<file path="config.mk">
export PLATFORM = sky130hd
export DESIGN_NAME = if_stage
export DESIGN_NICKNAME = d
export VERILOG_FILES = /design/src/rtl/if_stage.sv
export SDC_FILE = /design/constraint.sdc
export NUM_CORES = 1
export LEC_CHECK = 0
export CORE_MARGIN = 5
export CORE_UTILIZATION = 45
export DETAILED_ROUTE_END_ITERATION = 8
export PLACE_DENSITY_LB_ADDON = 0.12
export SYNTH_ARGS = -nofsm -noshare
export SYNTH_HDL_FRONTEND = slang
export SYNTH_SLANG_ARGS = --single-unit
</file>
<file path="constraint.sdc">
create_clock -name clk -period 2.81 [get_ports clk]
set_input_delay 0.562 -clock clk [delete_from_list [all_inputs] [get_ports clk]]
set_output_delay 0.562 -clock clk [all_outputs]
set_load 0.02 [all_outputs]
</file>
<file path="src/rtl/if_stage.sv">
// -----------------------------------------------------------------------------
// if_stage -- instruction fetch stage with IF/ID pipeline register.
//
// Holds the program counter, presents it to the instruction memory, and
// captures the returned word plus PC+4 into the IF/ID register. A two-state
// RUN/HALT machine detects the self-loop instruction (B #-1) once it sits in
// IF/ID and freezes the fetch counter from then on.
//
// Ports:
//   clk          in   1   rising-edge clock
//   rst          in   1   asynchronous active-low reset
//   freeze       in   1   decode hazard stall: hold PC and IF/ID
//   branch_taken in   1   redirect PC to branch_addr (beats freeze)
//   branch_addr  in  32   branch target byte address (low 2 bits ignored)
//   flush        in   1   squash IF/ID to a bubble (beats freeze)
//   imem_addr    out 32   fetch address (the PC register itself)
//   imem_inst    in  32   instruction word for imem_addr, combinational
//   pc_out       out 32   PC+4 of the instruction held in IF/ID
//   inst_out     out 32   instruction held in IF/ID
//   valid_out    out  1   IF/ID holds a real fetch, not a bubble
//   fetch_count  out 32   instructions accepted into IF/ID while running
//   halted       out  1   self-loop instruction has reached IF/ID
// -----------------------------------------------------------------------------
module if_stage (
    input  logic        clk,
    input  logic        rst,
    input  logic        freeze,
    input  logic        branch_taken,
    input  logic [31:0] branch_addr,
    input  logic        flush,
    output logic [31:0] imem_addr,
    input  logic [31:0] imem_inst,
    output logic [31:0] pc_out,
    output logic [31:0] inst_out,
    output logic        valid_out,
    output logic [31:0] fetch_count,
    output logic        halted
);

    localparam int unsigned XLEN = 32;

    localparam logic [0:0] ST_RUN  = 1'b0;
    localparam logic [0:0] ST_HALT = 1'b1;

    localparam logic [XLEN-1:0] HALT_INST  = 32'hEAFF_FFFF;
    localparam logic [XLEN-1:0] WORD_ALIGN = 32'hFFFF_FFFC;
    localparam logic [XLEN-1:0] INST_BYTES = 32'd4;

    logic [XLEN-1:0] pc_q,    pc_d;
    logic [XLEN-1:0] pco_q,   pco_d;
    logic [XLEN-1:0] inst_q,  inst_d;
    logic            valid_q, valid_d;
    logic [XLEN-1:0] cnt_q,   cnt_d;
    logic [0:0]      state_q, state_d;
    logic            halted_q, halted_d;

    logic [XLEN-1:0] pc_plus4;
    logic            load;

    assign pc_plus4 = pc_q + INST_BYTES;
    assign load     = !flush && !freeze;

    // State register.
    always_ff @(posedge clk or negedge rst) begin
        if (!rst) begin
            state_q  <= ST_RUN;
            halted_q <= 1'b0;
        end else begin
            state_q  <= state_d;
            halted_q <= halted_d;
        end
    end

    // Next state: the halt check looks at the registered IF/ID contents, so a
    // flush in the same cycle cannot hide the self-loop.
    always_comb begin
        state_d = state_q;
        case (state_q)
            ST_RUN:  if (valid_q && (inst_q == HALT_INST)) state_d = ST_HALT;
            ST_HALT: state_d = ST_HALT;
            default: state_d = ST_RUN;
        endcase
        halted_d = (state_d == ST_HALT);
    end

    // PC and IF/ID next values; masking keeps fetches word aligned.
    always_comb begin
        pc_d    = pc_q;
        pco_d   = pco_q;
        inst_d  = inst_q;
        valid_d = valid_q;
        cnt_d   = cnt_q;

        if (branch_taken) begin
            pc_d = branch_addr & WORD_ALIGN;
        end else if (!freeze) begin
            pc_d = pc_plus4;
        end

        if (flush) begin
            pco_d   = '0;
            inst_d  = '0;
            valid_d = 1'b0;
        end else if (!freeze) begin
            pco_d   = pc_plus4;
            inst_d  = imem_inst;
            valid_d = 1'b1;
        end

        if (load && (state_q == ST_RUN)) begin
            cnt_d = cnt_q + XLEN'(1);
        end
    end

    // Datapath registers.
    always_ff @(posedge clk or negedge rst) begin
        if (!rst) begin
            pc_q    <= '0;
            pco_q   <= '0;
            inst_q  <= '0;
            valid_q <= 1'b0;
            cnt_q   <= '0;
        end else begin
            pc_q    <= pc_d;
            pco_q   <= pco_d;
            inst_q  <= inst_d;
            valid_q <= valid_d;
            cnt_q   <= cnt_d;
        end
    end

    assign imem_addr   = pc_q;
    assign pc_out      = pco_q;
    assign inst_out    = inst_q;
    assign valid_out   = valid_q;
    assign fetch_count = cnt_q;
    assign halted      = halted_q;

endmodule

</file>
Word level (Yosys, flattened, before mapping)
Index checks and enable logic that the tools add are counted.
W data, S select, Z words.
{"block": "classes", "n_addsub": 2, "n_eq_ne": 3, "muxes": 9, "n_bitwise": 1, "reduce_logical": 5}
{"operator": "$mux W32", "n": 5}
{"operator": "$add A32 B1 Y32 const B", "n": 1}
{"operator": "$add A32 B3 Y32 const B", "n": 1}
{"operator": "$eq A32 B32 Y1 const B", "n": 1}
{"operator": "$ne A2 B1 Y1 const B", "n": 2}
{"operator": "$logic_and A1 B1 Y1", "n": 3}
{"operator": "$mux W1", "n": 3}
{"operator": "$logic_not A1 Y1", "n": 2}
{"operator": "$pmux W1 S2", "n": 1}
{"operator": "$not A1 Y1", "n": 1}
{"block": "word_totals", "reg_bits": 130, "input_bits": 69}

Logic depth before layout (Yosys ltp)
Gate-level depths: netlist (run 1).
{"block": "logic_depth", "depth_word": 4, "depth_mapped": 6}

Worst setup path after synthesis (run 1)
Ideal clock, no wire load.
{"block": "synth_timing", "path_type": "flip-flop to flip-flop", "startpoint": "register pc_q[2], in the netlist imem_addr[2]", "endpoint": "register pc_q[22], in the netlist imem_addr[22]", "setup_time_ns": 0.082, "t_arrival_ns": 2.146, "required_time_ns": 2.728, "slack_ns": 0.582, "path_stages_with_launch": 7, "path_buffers": 1, "synth_period_minus_slack_ns": 2.228, "path_cell_list": "dfrtp_1 > ha_1 > nand4b_1 > or3_1 > clkbuf_1 > or4_1 > a31oi_1"}
{"block": "synth_via", "elab_chain_cells": 3}
{"item": "start: declaration", "line_no": "49", "source": "logic [XLEN-1:0] pc_q, pc_d;"}
{"item": "start signal: assignment", "line_no": "124", "source": "pc_q <= pc_d;"}
{"item": "$add A32 B3 Y32", "line_no": "60", "source": "assign pc_plus4 = pc_q + INST_BYTES;"}
{"item": "$mux W32", "line_no": "96", "source": "end else if (!freeze) begin"}
{"item": "$mux W32", "line_no": "94", "source": "if (branch_taken) begin"}
No other way between the ends. The select of a mux whose other input is x is not followed.
A chain may end at the register's enable or synchronous reset.

Worst setup path in the final report (run 1)
{"block": "layout_timing", "startpoint": "register pc_q[2], in the netlist imem_addr[2]", "endpoint": "register pco_q[31], in the netlist pc_out[31]"}
{"block": "layout_via", "elab_chain_cells": 3}
{"item": "$add A32 B3 Y32", "line_no": "60"}
{"item": "$mux W32", "line_no": "104", "source": "end else if (!freeze) begin"}
{"item": "$mux W32", "line_no": "100", "source": "if (flush) begin"}
{"item": "end signal: assignment", "line_no": "125", "source": "pco_q <= pco_d;"}
{"item": "end: declaration", "line_no": "50", "source": "logic [XLEN-1:0] pco_q, pco_d;"}
No other way between the ends. The select of a mux whose other input is x is not followed.

==> flow_summary.json, run 1 <==
{
  "status": "completed",
  "root_buffer": "clkbuf_16",
  "fill_cells": 1178,
  "cts-resized-gates": 0,
  "synthToLayoutAreaGrowth_pct": 40.8,
  "start_kind": "flip-flop",
  "end_kind": "flip-flop",
  "clockBufferDepth": 2,
  "drt-initial-drc-count": 404,
  "via_count": 5689,
  "grt_pass1_wl_mm": 29.8,
  "ctsHtreeMaxLevel": 4,
  "place_hpwl_mm": 13.4,
  "grt_pass1_vias": 5736,
  "wl_per_cell_microns": 18.0,
  "rsz0062_at_grt": "false",
  "drv_slew": 0,
  "hp-class": "in -> async",
  "tns_ps": 0,
  "p_sw_share_pct": 28.5,
  "clk_latency_ps": 410,
  "cts.sinks": 127,
  "vias_per_cell": 5.58,
  "die_w_microns": 130,
  "io_buffer_count": 194,
  "worst-slew-pin-transition_ps": 718,
  "reg2reg_depth": 4,
  "wl_mm": 18.4,
  "synthCells": 646,
  "setup_viol_count_final": 0,
  "syn_area_sq_um": 6450,
  "use_met2_pct": 34.6,
  "postCtsSetupBuffers": 0,
  "ioPinCount": 199,
  "leakagePower_nw": 3.72,
  "cts_hold_buf": 0,
  "grt_max_degree": 65,
  "drive_gt1_share_pct": 7.99,
  "antenna_found_initial": 0,
  "setup.worst_path.class": "reg -> reg",
  "cp_max_fo": 9,
  "cap_viol_max_count": 0,
  "routabilityCongestion": 0.827,
  "yosysSeqAreaShare_pct": 49.3,
  "antenna_left": 0,
  "diodes": 0,
  "vdd_drop_max_mv": 0.418,
  "synth-seq-cells": 127,
  "syn_avg_cell_area_sq_um": 9.99,
  "overflow": 0,
  "worst_slack_ps": 459,
  "pwr-share-comb_pct": 18.1,
  "top_usage_layer": "met2",
  "grt_usage_pct": 22.3,
  "initial_core_util_pct": 46.1,
  "p_int_mw": 3.94,
  "p_per_area_nw_per_um2": 606,
  "dr.pass1.iters": 5,
  "drc": 0,
  "p_clk_share_pct": 42.0,
  "slew_headroom_pct": 52.1,
  "cts_buffers": 17,
  "clock_skew_ps": 6.42,
  "min_period_ps": 2350,
  "core_sq_um": 14000,
  "max_freq_mhz": 425,
  "place_ws_ps": 469,
  "rows": 43,
  "multi_input_area_sq_um": 2960,
  "clkTransAtPathRegs_ps": 60,
  "nets": 897,
  "synth.distinct_cells": 52,
  "ys_warn_count": 0,
  "tritoncts": "done",
  "p_seq_share_pct": 39.9,
  "use_met1_pct": 30.0,
  "hold_viol": 0,
  "met3_usage_pct": 7.49,
  "crit_required_ps": 3120,
  "die-area_sq_um": 16800,
  "arrival_ps": 2660,
  "switchingPower_mw": 1.57,
  "regArea_sq_um": 3180,
  "fp.dieH_microns": 130,
  "fin_crit_sh_pct": 83.7
}
-- sequential cells by signal, summed over array words and instances, names as in the netlist --
name	flops
imem_addr	30
pc_out	31
valid_out	1
fetch_count	32
halted	1
inst_out	32
-- final cells by class --
| class | instances | share of cell area, % |
|---|---|---|
| Tap cell | 180 | 2.48 |
| Sequential cell | 127 | 35.0 |
| Clock inverter | 12 | 1.71 |
| Multi-Input combinational cell | 460 | 32.6 |
| Inverter | 9 | 0.372 |
| Timing Repair Buffer | 211 | 22.8 |
| Clock buffer | 20 | 5.14 |
-- path summary, 6_finish.rpt --
check / startpoint / to / slack, ps
setup / recovery: imem_addr[2]$_DFFE_PN0N_ / pc_out[31]$_DFFE_PN0P_ / 460
hold reg to reg: fetch_count[31]$_DFFE_PN0P_ / fetch_count[31]$_DFFE_PN0P_ / 480
max in group asynchronous: rst / pc_out[9]$_DFFE_PN0P_ / 1990
setup reg to reg: imem_addr[2]$_DFFE_PN0N_ / pc_out[31]$_DFFE_PN0P_ / 460
hold / removal: rst / imem_addr[26]$_DFFE_PN0N_ / 20
min in group clk: fetch_count[31]$_DFFE_PN0P_ / fetch_count[31]$_DFFE_PN0P_ / 480
-- power by group through the flow --
stage | Clock [mW] | Sequential [mW] | Combinational (mW)
after floorplan | 0 | 2.33 | 0.358
after global placement | 0 | 2.21 | 0.995
after detailed placement | 0 | 2.22 | 1.01
after CTS | 2.35 | 2.19 | 1.01
after global routing | 2.42 | 2.22 | 1.08
final | 2.31 | 2.19 | 0.996
-- cell usage after synthesis, drive strengths merged --
cell,n,area [sq um]
nand3,23,120
nand3b,1,7.51
o21ai,30,150
or4,16,120
dlymetal6s2s,1,12.5
a211oi,10,75.1
and4,15,133
inv,9,33.8
a2111oi,2,17.5
mux2i,32,320
nor4b,1,8.76
a31o,1,8.76
nand4b,4,35.0
mux2,1,11.3
or2,2,12.5
nand2b,1,6.26
nor2b,2,12.5
o211ai,4,30.0
o31a,2,17.5
a221oi,2,17.5
o31ai,7,52.6
buf,19,150
nor2,73,274
a31oi,8,50.1
clkbuf,30,114
a41o,1,10.0
or3,17,113
and3,5,31.3
ha,2,25.0
a311oi,13,114
nor3,6,30.0
nand4,31,230
dfrtp,127,3180
nor4,18,119
and4b,1,10.0
conb,1,3.75
dlygate4sd1,1,8.76
and2,5,31.3
xnor2,36,315
a21oi,8,40.0
nand2,56,210
xor2,22,193
-- layer usage --
layer  part of all wire [%]  up-vias  routed length, microns
li1                       -     2695                       -
met1                     43     2781                    7950
met2                     47      193                    8660
met3                    8.3       20                    1520
met4                    1.4        0                     257
met5                      0        -                       0
-- cells by family after synthesis --
| kind of cell | after synthesis | share of synthesized area (%) |
|---|---|---|
| AO/OA/AOI/OAI | 88 | 9.04 |
| XOR/XNOR | 58 | 7.87 |
| adder cells (fa/ha/maj) | 2 | 0.388 |
| buffers and inverters | 60 | 4.94 |
| flip-flops | 127 | 49.3 |
| multiplexers | 33 | 5.14 |
| other | 1 | 0.0581 |
| AND/OR/NAND/NOR | 277 | 23.3 |
-- metrics by stage --
stage | total power, mW | area [sq um] | util (%) | hold WS [ps] | std cells
2_1_floorplan | 2.69 | 6460 | - | 266 | 647
3_3_place_gp | 3.20 | 8470 | 60.5 | 457 | 987
3_5_place_dp | 3.23 | 8470 | 60.5 | 458 | 987
4_1_cts | 5.55 | 9090 | 65.0 | 13.2 | 1019
5_1_grt | 5.72 | 9090 | 65.0 | 25.7 | 1019
6_report | 5.50 | 9090 | 65.0 | 19.3 | 1019
-- critical path: stages, from the launching register on --
cell      delay (ps)
dfrtp_1          520
nand4_4          190
or4_1            740
or3_2            510
a311oi_1         280
-- cell usage in the layout, fill, tap and decap left out, types with 3 or more instances in the layout --
cell,Yosys,final
nand2_1,56,56
and4_1,14,14
a31oi_1,8,8
clkbuf_16,0,17
or4_1,16,16
a21oi_1,8,8
and3_1,5,5
a211oi_1,10,10
o31ai_1,7,7
nand3_1,22,22
nor4_1,17,17
xor2_1,22,22
or3_2,5,5
xnor2_1,36,36
buf_4,6,17
nor2_1,73,73
inv_1,9,9
a311oi_1,13,13
o211ai_1,4,4
clkdlybuf4s50_1,0,191
nand4_1,28,28
mux2i_1,32,32
nand4b_1,4,4
nor3_1,6,6
dfrtp_1,127,127
bufinv_16,0,3
clkbuf_8,0,3
or3_1,12,12
inv_6,0,3
clkinv_2,0,3
and2_1,5,5
o21ai_0,30,30
No activity file was read; power rests on OpenSTA's default activity.
==> run 2: changes to the inputs <==
--- a/config.mk
+++ b/config.mk
@@ -6,7 +6,7 @@
 export NUM_CORES = 1
 export LEC_CHECK = 0
 export CORE_MARGIN = 5
-export CORE_UTILIZATION = 45
+export CORE_UTILIZATION = 43
 export DETAILED_ROUTE_END_ITERATION = 8
 export PLACE_DENSITY_LB_ADDON = 0.12
 export SYNTH_ARGS = -nofsm -noshare
==> constraint.sdc (replaced) <==
create_clock -name clk -period 1.9 [get_ports clk]
set_input_delay 0.38 -clock clk [delete_from_list [all_inputs] [get_ports clk]]
set_output_delay 0.38 -clock clk [all_outputs]
set_load 0.02 [all_outputs]
==> run 2 against run 1 <==
Against the previous run:
- the run now ends with negative setup slack left
- clock power is 52% higher
- sequential power increased by 45%
- die area is 4.3% higher
- final area rose by 7.0%
- critical path type unchanged
- largest power group unchanged
==> flow_summary.json, run 2 (same netlist as run 1, synthesis figures left out) <==
{
  "crit_slowest_cell": "or4_4",
  "cp-startpoint": "imem_addr[6]$_DFFE_PN0N_",
  "leakagePower_nw": 4.31,
  "cts_buffers": 17,
  "end_kind": "flip-flop",
  "grt_pass1_vias": 6302,
  "power.total_mw": 8.34,
  "ioPinCount": 199,
  "hp-class": "in -> reg",
  "reg2reg_depth": 4,
  "regArea_sq_um": 3200,
  "place_hpwl_mm": 14.6,
  "regToRegStartpoint": "imem_addr[6]$_DFFE_PN0N_",
  "overflow": 0,
  "grt_usage_pct": 23.0,
  "clockBufferDepth": 2,
  "min_from": "freeze",
  "violations": "negative setup slack",
  "rows": 44,
  "drc": 0,
  "switchingPower_mw": 2.31,
  "pwr-share-comb_pct": 20.0,
  "status": "finished, violations left",
  "die-area_sq_um": 17600,
  "crit_required_ps": 2230,
  "fin_crit_sh_pct": 102,
  "cp_max_fo": 7,
  "via_count": 6016,
  "crit_path_frequent_cell": "or4_4",
  "clock_skew_ps": 8.03,
  "max_freq_mhz": 516,
  "tritoncts": "done",
  "drt-initial-drc-count": 416,
  "dr.pass1.iters": 5,
  "core_sq_um": 14600,
  "rsz0062_at_grt": "true",
  "multi_input_area_sq_um": 3030,
  "p_clk_share_pct": 42.1,
  "synthToLayoutAreaGrowth_pct": 50.6,
  "p_int_mw": 6.03,
  "p_seq_share_pct": 38.0,
  "cap_viol_max_count": 0,
  "crit_chain": "nand4_4 > or4_4 > or4_4 > a311oi_2",
  "fp.dieH_microns": 132,
  "wl_per_cell_microns": 18.2,
  "cts.sinks": 127,
  "hold_viol": 0,
  "diodes": 0,
  "r2r_end": "pc_out[29]$_DFFE_PN0P_",
  "drive_gt1_share_pct": 17.4,
  "wl_mm": 19.9,
  "antenna_left": 0,
  "routabilityCongestion": 0.863,
  "fill_cells": 1192,
  "mostFrequentLayoutCell": "clkdlybuf4s50_1",
  "holdWs_ps": 282,
  "p_per_area_nw_per_um2": 858,
  "root_buffer": "clkbuf_16",
  "slew_headroom_pct": 52.2,
  "layout_common_cells": "clkdlybuf4s50_1, dfrtp_1, buf_4",
  "start_kind": "flip-flop",
  "nets": 965,
  "clk_latency_ps": 420,
  "ctsHtreeMaxLevel": 4,
  "min_period_ps": 1940,
  "die_w_microns": 132,
  "arrival_ps": 2260,
  "setup_viol_count_final": 1,
  "max_stage_delay_ps": 610,
  "initial_core_util_pct": 44.1,
  "crit_end": "pc_out[29]$_DFFE_PN0P_",
  "vdd_drop_max_mv": 0.667,
  "p_sw_share_pct": 27.7,
  "grt_pass1_wl_mm": 32.7,
  "io_buffer_count": 194,
  "setup.worst_path.class": "reg -> reg",
  "antenna_found_initial": 0,
  "vias_per_cell": 5.51,
  "rrSetupSlack_ps": -40,
  "drv_slew": 0,
  "worst-slew-pin-transition_ps": 717,
  "grt_max_degree": 65,
  "clkTransAtPathRegs_ps": 60,
  "worst_slack_ps": -39.0
}
run 2: cell count changes in the layout (fill, tap and decap cells not counted), sizes merged, moves of 3 or more:
cell           before  now
buf                20   87
dlymetal6s2s        0   13
dlygate4sd2         0   35
clkdlybuf4s50     191  143
inv                12    9
run 2: metrics by stage:
step	instances	setup TNS, ps	area (sq um)	utilization (%)	worst slack (ps)
3_5_place_dp	1057	-1150	9040	61.7	-96.5
2_1_floorplan	647	-964	6550	-	-182
5_1_grt	1091	-583	9720	66.4	-111
3_3_place_gp	1057	-365	9040	61.7	-88.0
6_report	1091	-39.0	9720	66.4	-39.0
4_1_cts	1091	-259	9670	66.0	-92.1
run 2: per-layer routing:
layer  GRT usage (%)  wire (microns)  vias up  part of all wire [%]
met5               0               0        -                     0
met4            8.37             364        0                   1.8
met3            6.49            1310       27                   6.6
met2            37.4            9750      204                    49
met1            29.3            8490     2945                    43
li1                -               -     2840                     -
run 2: power by group through the flow:
| stage | Sequential, mW | Combinational [mW] | Clock [mW] |
|---|---|---|---|
| 3_3_place_gp | 3.20 | 1.69 | 0 |
| 6_report | 3.17 | 1.66 | 3.51 |
| 4_1_cts | 3.17 | 1.68 | 3.56 |
| 2_1_floorplan | 3.46 | 0.543 | 0 |
| 5_1_grt | 3.20 | 1.79 | 3.70 |
| 3_5_place_dp | 3.21 | 1.73 | 0 |
run 2: worst min-delay path by stage:
stage,end,slack (ps),depth (start not counted)
floorplan,fetch_count[0]$_DFFE_PN0P_,80,0
global placement,imem_addr[22]$_DFFE_PN0N_,340,1
detailed placement,pc_out[24]$_DFFE_PN0P_,350,1
CTS,pc_out[6]$_DFFE_PN0P_,280,3
global route,pc_out[6]$_DFFE_PN0P_,280,3
finish,pc_out[6]$_DFFE_PN0P_,280,3
run 2: what timing repair did:
| item | 4_1_cts | 5_1_grt |
|---|---|---|
| buffers inserted | 1 | 1 |
| setup endpoints to repair | 46 | 28 |
| pin swaps | 1 | 6 |
| gates resized for setup | 40 | 20 |
| endpoints found under the hold margin | 28 | 0 |
| hold buffers | 1 | 0 |
run 2: worst max-delay path, delay by kind of cell (launching register included):
kind	cells	cell delay, ps
flops	1	390
compound gates	1	240
simple gates	3	1220
run 2: layout make-up:
cell class                 count  area share [%]
timing repair buffer         279            26.7
tap                          184            2.37
multi-input combinational    460            31.2
clock inverter                12            1.97
clock buffer                  20            4.49
inverter                       9           0.348
sequential                   127            32.9
==> run 3: changes to the inputs <==
--- a/config.mk
+++ b/config.mk
@@ -8,7 +8,7 @@
 export CORE_MARGIN = 5
 export CORE_UTILIZATION = 43
 export DETAILED_ROUTE_END_ITERATION = 8
-export PLACE_DENSITY_LB_ADDON = 0.12
+export PLACE_DENSITY = 0.77
 export SYNTH_ARGS = -nofsm -noshare
 export SYNTH_HDL_FRONTEND = slang
 export SYNTH_SLANG_ARGS = --single-unit
==> run 3 against run 2 <==
Against the previous run:
- the run still ends with negative setup slack left
- global-route usage is 0.57 points lower
- setup slack worse by 0.94 ps
- via count hardly changed
- worst hold slack better by 140 ps
- core utilization is 0.051 points higher
- critical path depth is 3 higher
- maximum frequency hardly changed
- die area stayed put
- final cell count stayed put
- final area hardly changed
- clock skew is 1.2 ps lower
- power is 5.0% lower
- largest power group is now registers
==> flow_summary.json, run 3 (same netlist as run 1, synthesis figures left out) <==
{
  "fin_crit_sh_pct": 102,
  "grt_pass1_wl_mm": 32.0,
  "clkTransAtPathRegs_ps": 60,
  "fill_cells": 1166,
  "hp-class": "in -> async",
  "root_buffer": "clkbuf_16",
  "cp-startpoint": "imem_addr[2]$_DFFE_PN0N_",
  "overflow": 0,
  "vias_per_cell": 5.52,
  "wl_per_cell_microns": 18.3,
  "regArea_sq_um": 3200,
  "synthToLayoutAreaGrowth_pct": 50.7,
  "drt-initial-drc-count": 327,
  "rows": 44,
  "arrival_ps": 2270,
  "leakagePower_nw": 4.22,
  "slew_headroom_pct": 52.9,
  "initial_core_util_pct": 44.1,
  "regToRegStartpoint": "imem_addr[2]$_DFFE_PN0N_",
  "min_period_ps": 1940,
  "nets": 965,
  "vdd_drop_max_mv": 0.577,
  "routabilityCongestion": 0.910,
  "diodes": 0,
  "worst_slack_ps": -39.9,
  "p_int_mw": 5.66,
  "core_sq_um": 14600,
  "drv_slew": 0,
  "die_w_microns": 132,
  "drc": 0,
  "dr.pass1.iters": 5,
  "antenna_found_initial": 0,
  "multi_input_area_sq_um": 3110,
  "end_kind": "flip-flop",
  "placed_cells": 1053,
  "mostFrequentLayoutCell": "clkdlybuf4s50_1",
  "layout_common_cells": "clkdlybuf4s50_1, dfrtp_1, buf_4",
  "clk_latency_ps": 410,
  "fin_cells": 1091,
  "place_hpwl_mm": 14.6,
  "crit_required_ps": 2230,
  "p_per_area_nw_per_um2": 814,
  "via_count": 6021,
  "rsz0062_at_grt": "true",
  "setup.worst_path.class": "reg -> reg",
  "status": "finished, violations left",
  "cts_buffers": 17,
  "violations": "negative setup slack",
  "antenna_left": 0,
  "max_freq_mhz": 515,
  "hold_viol": 0,
  "tns_ps": -93.7,
  "cap_viol_max_count": 0,
  "place_ws_ps": -104,
  "clockBufferDepth": 2,
  "wl_mm": 19.9,
  "ctsHtreeMaxLevel": 4,
  "grt_pass1_vias": 6019,
  "cts.sinks": 127,
  "io_buffer_count": 194,
  "fp.dieH_microns": 132,
  "p_seq_share_pct": 40.0,
  "start_kind": "flip-flop",
  "grt_max_degree": 65,
  "worst-slew-pin-transition_ps": 706,
  "tritoncts": "done",
  "p_sw_share_pct": 28.6,
  "p_clk_share_pct": 38.6,
  "ioPinCount": 199,
  "grt_usage_pct": 22.4,
  "setup_viol_count_final": 4,
  "switchingPower_mw": 2.26,
  "holdWs_ps": 418,
  "pwr-share-comb_pct": 21.4,
  "clock_skew_ps": 6.85,
  "die-area_sq_um": 17600,
  "drive_gt1_share_pct": 18.2,
  "cp_max_fo": 7
}
==> run 3: cell types whose count changed in the layout (fill, tap and decap cells not counted), sizes merged <==
cell           delta
clkdlybuf4s50     +7
clkbuf            +6
dlymetal6s2s      -6
bufinv            -4
clkinv            -2
dlygate4sd2       -1
==> run 3: what timing repair did <==
item                       CTS  global route
setup buffers                0             6
gates resized for setup     41            24
setup endpoints to repair   44            24
hold buffers                 1             0
hold endpoints to repair    21             0
pin swaps                    0            12
==> run 3: final timing paths <==
check,end,slack [ps],cells after the start
max,imem_addr[29]$_DFFE_PN0N_,-40,7
min,imem_addr[10]$_DFFE_PN0N_,420,2
max reg2reg,imem_addr[29]$_DFFE_PN0N_,-40,7
min reg2reg,fetch_count[30]$_DFFE_PN0P_,480,1
max in group asynchronous,pc_out[11]$_DFFE_PN0P_,850,3
min in group clk,fetch_count[0]$_DFFE_PN0P_,470,4
==> run 3: metal layers <==
layer	track usage, %	routed length (microns)	vias up
met1	29.9	8590	2962
met3	4.71	1080	30
met5	0	0	-
met4	7.62	406	0
li1	-	-	2830
met2	36.4	9870	199
==> run 3: cell type report <==
cell class,count,share of cell area (%)
Tap cell,184,2.37
Inverter,9,0.347
Multi-Input combinational cell,460,31.9
Timing Repair Buffer,279,26.8
Clock buffer,26,5.13
Sequential cell,127,32.9
Clock inverter,6,0.592
==> run 3: critical path: stages (launching register included) <==
cell	delay, ps
dfrtp_2	440
buf_4	130
buf_4	110
and4_2	260
nand4_1	140
buf_4	200
or4_1	390
a31oi_1	180
==> run 3: power by group through the flow <==
stage / Clock [mW] / Combinational, mW / Sequential [mW]
floorplan: 0 / 0.543 / 3.46
global placement: 0 / 1.69 / 3.20
detailed placement: 0 / 1.72 / 3.21
CTS: 3.13 / 1.67 / 3.17
global route: 3.25 / 1.82 / 3.20
finish: 3.06 / 1.69 / 3.17
==> run 3: stage by stage <==
step	power, mW	instance area (sq um)	utilization, %
after floorplan	4.00	6550	-
after global placement	4.88	9020	61.6
after detailed placement	4.93	9020	61.6
after CTS	7.97	9580	65.4
after global routing	8.27	9730	66.4
final	7.92	9730	66.4
